--- config.mk ---
export PLATFORM = sky130hd
export DESIGN_NAME = dp_ram_ctrl
export DESIGN_NICKNAME = d
export VERILOG_FILES = /design/src/rtl/dp_ram_ctrl.sv
export SDC_FILE = /design/constraint.sdc
export NUM_CORES = 1
export LEC_CHECK = 0
export ABC_AREA = 1
export CAP_MARGIN = 20
export CORE_UTILIZATION = 58
export CTS_CLUSTER_DIAMETER = 80
export DETAILED_ROUTE_END_ITERATION = 12
export PLACE_DENSITY = 0.95
export SLEW_MARGIN = 20
export SYNTH_ARGS = -nofsm -noshare
export SYNTH_HDL_FRONTEND = slang
export SYNTH_SLANG_ARGS = --single-unit
--- constraint.sdc ---
create_clock -name clk -period 1.6 [get_ports clk]
set_input_delay 0.32 -clock clk [delete_from_list [all_inputs] [get_ports clk]]
set_output_delay 0.32 -clock clk [all_outputs]
set_load 0.005 [all_outputs]
--- src/rtl/dp_ram_ctrl.sv ---
// True dual-port RAM with collision arbitration, read-during-write mode select and a zero-fill sequencer.
// Define DP_RAM_OUT_REG_EN to add a second output register stage (read latency 2).
module dp_ram_ctrl #(
  parameter int DATA_W  = 4,
  parameter int ADDR_W  = 2,
  parameter int RD_MODE = 0
) (
  input  logic              clk,
  input  logic              rst_n,
  input  logic              ena,
  input  logic              enb,
  input  logic              wea,
  input  logic              web,
  input  logic [ADDR_W-1:0] addra,
  input  logic [ADDR_W-1:0] addrb,
  input  logic [DATA_W-1:0] dina,
  input  logic [DATA_W-1:0] dinb,
  input  logic              init_req,
  output logic [DATA_W-1:0] douta,
  output logic [DATA_W-1:0] doutb,
  output logic              valida,
  output logic              validb,
  output logic              collision,
  output logic              init_busy
);

  localparam int DEPTH = 2 ** ADDR_W;

  typedef enum logic {INIT, RUN} state_t;

  state_t              state_q, state_d;
  logic [ADDR_W-1:0]   cnt_q, cnt_d;
  logic                init_busy_q, init_busy_d;
  logic [DATA_W-1:0]   mem_q [DEPTH];
  logic [DATA_W-1:0]   mem_d [DEPTH];
  logic [DATA_W-1:0]   douta1_q, douta1_d;
  logic [DATA_W-1:0]   doutb1_q, doutb1_d;
  logic                valida1_q, valida1_d;
  logic                validb1_q, validb1_d;
  logic                coll1_q, coll1_d;
  logic                same_addr;
  logic                coll;

  assign same_addr = (addra == addrb);
  assign coll      = ena && enb && same_addr && (wea || web);

  always_comb begin
    state_d     = state_q;
    cnt_d       = cnt_q;
    init_busy_d = init_busy_q;
    mem_d       = mem_q;
    douta1_d    = douta1_q;
    doutb1_d    = doutb1_q;
    valida1_d   = 1'b0;
    validb1_d   = 1'b0;
    coll1_d     = 1'b0;

    case (state_q)
      INIT: begin
        mem_d[cnt_q] = '0;
        if (cnt_q == ADDR_W'(DEPTH - 1)) begin
          state_d     = RUN;
          init_busy_d = 1'b0;
          cnt_d       = '0;
        end else begin
          cnt_d = cnt_q + ADDR_W'(1);
        end
      end

      RUN: begin
        if (ena) begin
          valida1_d = 1'b1;
          douta1_d  = mem_q[addra];
          if (RD_MODE != 0) begin
            if (wea) douta1_d = dina;
            else if (coll && web) douta1_d = dinb;
          end
        end
        if (enb) begin
          validb1_d = 1'b1;
          doutb1_d  = mem_q[addrb];
          if (RD_MODE != 0) begin
            if (web) doutb1_d = dinb;
            else if (coll && wea) doutb1_d = dina;
          end
        end
        coll1_d = coll;

        // Port A owns the location when both ports write the same address
        if (ena && wea) mem_d[addra] = dina;
        if (enb && web && !(coll && wea)) mem_d[addrb] = dinb;

        if (init_req) begin
          state_d     = INIT;
          init_busy_d = 1'b1;
          cnt_d       = '0;
        end
      end

      default: begin
        state_d     = INIT;
        init_busy_d = 1'b1;
        cnt_d       = '0;
      end
    endcase
  end

  always_ff @(posedge clk or negedge rst_n) begin
    if (!rst_n) begin
      state_q     <= INIT;
      cnt_q       <= '0;
      init_busy_q <= 1'b1;
      douta1_q    <= '0;
      doutb1_q    <= '0;
      valida1_q   <= 1'b0;
      validb1_q   <= 1'b0;
      coll1_q     <= 1'b0;
    end else begin
      state_q     <= state_d;
      cnt_q       <= cnt_d;
      init_busy_q <= init_busy_d;
      douta1_q    <= douta1_d;
      doutb1_q    <= doutb1_d;
      valida1_q   <= valida1_d;
      validb1_q   <= validb1_d;
      coll1_q     <= coll1_d;
    end
  end

  // Storage is not reset; the fill sequencer defines its contents
  always_ff @(posedge clk) begin
    mem_q <= mem_d;
  end

`ifdef DP_RAM_OUT_REG_EN
  logic [DATA_W-1:0] douta2_q, douta2_d;
  logic [DATA_W-1:0] doutb2_q, doutb2_d;
  logic              valida2_q, valida2_d;
  logic              validb2_q, validb2_d;
  logic              coll2_q, coll2_d;

  always_comb begin
    douta2_d  = douta1_q;
    doutb2_d  = doutb1_q;
    valida2_d = valida1_q;
    validb2_d = validb1_q;
    coll2_d   = coll1_q;
  end

  always_ff @(posedge clk or negedge rst_n) begin
    if (!rst_n) begin
      douta2_q  <= '0;
      doutb2_q  <= '0;
      valida2_q <= 1'b0;
      validb2_q <= 1'b0;
      coll2_q   <= 1'b0;
    end else begin
      douta2_q  <= douta2_d;
      doutb2_q  <= doutb2_d;
      valida2_q <= valida2_d;
      validb2_q <= validb2_d;
      coll2_q   <= coll2_d;
    end
  end

  assign douta     = douta2_q;
  assign doutb     = doutb2_q;
  assign valida    = valida2_q;
  assign validb    = validb2_q;
  assign collision = coll2_q;
`else
  assign douta     = douta1_q;
  assign doutb     = doutb1_q;
  assign valida    = valida1_q;
  assign validb    = validb1_q;
  assign collision = coll1_q;
`endif

  assign init_busy = init_busy_q;

endmodule

# Yosys cells after proc, flatten, opt, wreduce, memory -nomap -nowiden
# Cells that the tools add are included.
# word_totals
register_bits	31
inputBits	19
output_inout_bits	12
wordCells	76
# classes
addsub	1
n_lt_le_gt_ge	6
eq_ne	4
mux	32
bitwise_logic	6
n_reduce_logical	15
# ops
op	count
$mux W16	3
$bwmux W16	2
$pmux W16 S2	1
$mux W4	7
$demux W4 S2	3
$and A16 B16 Y16	1
$bmux W4 S2	2
$not A16 Y16	1
$logic_and A1 B1 Y1	10
$ge A3 B3 Y1 const B	3
$lt A3 B1 Y1 const B	3
$mux W1	9
$not A2 Y3	3
$reduce_and A2 Y1	3
$mux W2	2
$ne A2 B2 Y1 const B	2
$pmux W1 S2	2
$pmux W2 S2	1
$add A2 B1 Y2 const B	1
$eq A2 B2 Y1	1
$eq A2 B2 Y1 const B	1
$logic_not A1 Y1	1
$logic_or A1 B1 Y1	1
$not A1 Y1	1

# Logic depth before layout (Yosys ltp)
# logic_depth
ltp_word	11
mapped_depth	10
depth_no_buf	10

# Worst setup path before layout
# No wires, ideal clock.
# synth_path
kind	input-to-reg
from	in addra[1]
to	reg mem_q[1] (netlist bit)
setup_time_ns	0.112
t_arrival_ns	1.019
required_time_ns	1.488
path_slack_ns	0.469
cell_stages	9
path_buffers	1
cell_sequence	inv_1 -> nand2_1 -> nand2_1 -> nand4_2 -> buf_4 -> nand3_2 -> nand2_1 -> nand2_1 -> nand2_1
# synth_rtl
element	line	rtl
start, declared	14	input logic [ADDR_W-1:0] addra,
end signal, assigned	132	mem_q <= mem_d;
end, declared	34	logic [DATA_W-1:0] mem_q [DEPTH];

# Worst setup path in the final report
# layout_path
from	reg douta1_q[1], in the netlist douta[1]
to	out douta[1]
# layout_rtl
element	line	rtl
start, declared	36	logic [DATA_W-1:0] douta1_q, douta1_d;
start signal, assigned	122	douta1_q <= douta1_d;
end, declared	19	output logic [DATA_W-1:0] douta,
# No word-level cell between the ends.

==> results.tsv <==
stage	metric	value	unit
detailed_routing	initial DRC count	266	
final_layout	Antenna Cells	0	
clock_network	Root Buffer	clkbuf_4	
critical_path	CP max stage delay	0.50	ns
yosys	sequential share of the synthesized area	0.3372	
clock_network	CTS Hold Buffers Added	0	
timing	worst slew pin tran	0.3447	ns
detailed_routing	Wirelength per Cell	13.96	um
timing	min cycle time layout	1.548	ns
clock_network	CTS Buf Count	5	
timing	final period utilization	0.9674	
placement	pre-CTS WS	-0.2291	ns
critical_path	CP Launch Type	flop	
yosys	Warnings, synthesis	0	
clock_network	Reg clk slew, reported paths	0.10	ns
grt	gr ovfl total	0	
timing	Slew Viols, Final	0	
detailed_routing	DRT Pass-1 Iters	5	
yosys	cell count after synthesis	325	
placement	GPL Wtd Cong	1.080	
detailed_routing	WL final	5932	um
critical_path	CP bufs+invs	1	
placement	PortBufs	30	
critical_path	Crit Path Class	reg -> out	
grt	largest net degree at the start of global routing	21	
timing	unrepaired setup endpoints after global routing	no	
detailed_routing	Vias	2344	
final_layout	most common cell after layout, fill and taps aside	nand2_1	
timing	Setup TNS	0	ns
yosys	Syn Area/Cell	6.360	um2
grt	number of global-route vias before repair	2170	
yosys	count of unique library cells instantiated by Yosys	31	
detailed_routing	Vias/cell	5.515	
grt	GRT Overall Usage	0.3613	
yosys	syn nets	348	
final_layout	design area	0.002674	mm2
detailed_routing	DRC violations left	0	
clock_network	Max Root-Sink Buffers	2	
critical_path	crit path max fanout	2	
die	io pins	31	
final_layout	Final nets	401	
die	Cell Rows	21	
die	Core Box Area	0.003363	mm2
flow_run	Max-cap violations	0	
die	die extent in y	61.70	um
pwr	VDD IR max	1.022	mV
clock_network	clock sinks	31	
yosys	#FFs+latches synth	31	
timing	max_slew headroom	0.7694	
timing	worst hold slack	0.2145	ns
pwr	P_leak	1.519	nW
pwr	power consumption	0.003683	W
timing	endpoints failing hold	0	
critical_path	Critical Path RT	1.28	ns
placement	area of placed instances	0.002561	mm2
min_path	worst min path class	in -> async	
clock_network	Skew-Pair Late Insertion Delay	0.37	ns
die	Initial Util	0.6146	
grt	antenna violations before repair	0	
final_layout	most frequent cells in the layout	nand2_1, inv_1, nand3_1	
critical_path	crit path DAT	1.23	ns
detailed_routing	post-route ant nets	0	
timing	Fmax	646.0	MHz
final_layout	layout cells sized above 1	0.1108	
status	status	complete, no violations	
yosys	synthesized area	0.002067	mm2
clock_network	CTS tree	done	
clock_network	Clock H-tree levels	2	
die	die footprint	0.003806	mm2
die	Die X	61.70	um
pwr	PD cells	1378	mW/mm2
final_layout	Syn-to-layout area delta	29.36	%
critical_path	CP max-delay cell	clkdlybuf4s50_1	
grt	first-pass GRT wire length	9791	um
timing	final setup margin	0.05210	ns
critical_path	crit-path leading delay family	buffers and inverters	
placement	DP HPWL	4615	um
timing	Finish-stage setup viols	0	
critical_path	crit-path cells	clkdlybuf4s50_1	
timing	clock skew	0.007391	ns
critical_path	CP endpoint kind	output port	
cells in the mapped netlist (all sizes together):
cell type	instances	area share
a22o	1	0.0042
xnor2	1	0.0042
a31oi	2	0.0061
nor2	28	0.054
ha	4	0.024
dfrtp	14	0.17
a41oi	5	0.021
dfstp	1	0.013
o21bai	1	0.0036
clkinv	1	0.0018
buf	6	0.024
nand4	2	0.0091
a22oi	4	0.015
inv	42	0.076
mux2i	4	0.019
nand3	30	0.087
o21ai	10	0.024
or2	1	0.0030
o22a	1	0.0042
nand2	145	0.27
clkbuf	1	0.0018
a21oi	5	0.012
dfxtp	16	0.15
stage by stage:
| step | instances | utilization |
|---|---|---|
| after floorplan | 325 | - |
| after global placement | 416 | 0.7615 |
| after detailed placement | 416 | 0.7615 |
| after CTS | 424 | 0.7868 |
| after global routing | 425 | 0.7950 |
| final | 425 | 0.7950 |
per-layer routing:
| metal | global-route usage | routed length, um | up-vias |
|---|---|---|---|
| met5 | 0 | 0 | - |
| met4 | 0.2095 | 280 | 0 |
| met3 | 0.1118 | 536 | 28 |
| met2 | 0.5837 | 2822 | 134 |
| met1 | 0.4242 | 2291 | 1055 |
| li1 | - | - | 1127 |
power breakdown:
part	leakage, nW	switching, W	internal, W
Sequential	0.313	0.000291	0.00110
Clock	0.0482	0.000301	0.000369
Combinational	1.16	0.000880	0.000742
registers in the layout, summed over array words and instances (netlist names):
name / count
valida: 1
doutb: 4
validb: 1
douta: 4
collision: 1
init_busy: 1
state_q: 1
mem_q: 16
cnt_q: 2
repair_timing:
action,in CTS,in global routing
setup endpoints to repair,1,8
hold endpoints to repair,0,0
gates resized for setup,1,7
setup buffers,0,1
pin swaps,0,0
kinds of logic (layout without fill, tap and decap cells):
kind of cell | Yosys count | after routing | share of synthesized area
compound gates | 29 | 29 | 0.09019
xor+xnor | 1 | 1 | 0.004238
fa+ha+maj | 4 | 4 | 0.02421
buf+inv | 50 | 104 | 0.1041
flops | 31 | 31 | 0.3372
mux | 4 | 4 | 0.01937
simple gates | 206 | 206 | 0.4207
final cells by class:
cell class	instances	area [um2]
tap	46	57.56
inverter	43	161.4
sequential	31	696.9
timing repair buffer	53	511.7
clock inverter	2	35.03
multi-input combinational	244	1160
fill	245	689.4
clock buffer	6	51.30
path summary, 6_finish.rpt:
kind / from / endpoint / slack, ns / cells after the start
min in group clk: mem_q[10]$_DFF_P_ / mem_q[10]$_DFF_P_ / 0.48 / 2
hold reg to reg: mem_q[10]$_DFF_P_ / mem_q[10]$_DFF_P_ / 0.48 / 2
hold / removal: rst_n / state_q$_DFF_PN0_ / 0.21 / 1
setup reg to reg: state_q$_DFF_PN0_ / douta[2]$_DFFE_PN0P_ / 0.39 / 3
max in group asynchronous: rst_n / doutb[2]$_DFFE_PN0P_ / 0.93 / 2
setup / recovery: douta[1]$_DFFE_PN0P_ / douta[1] / 0.05 / 1
Power figures use the tool's default switching activity.
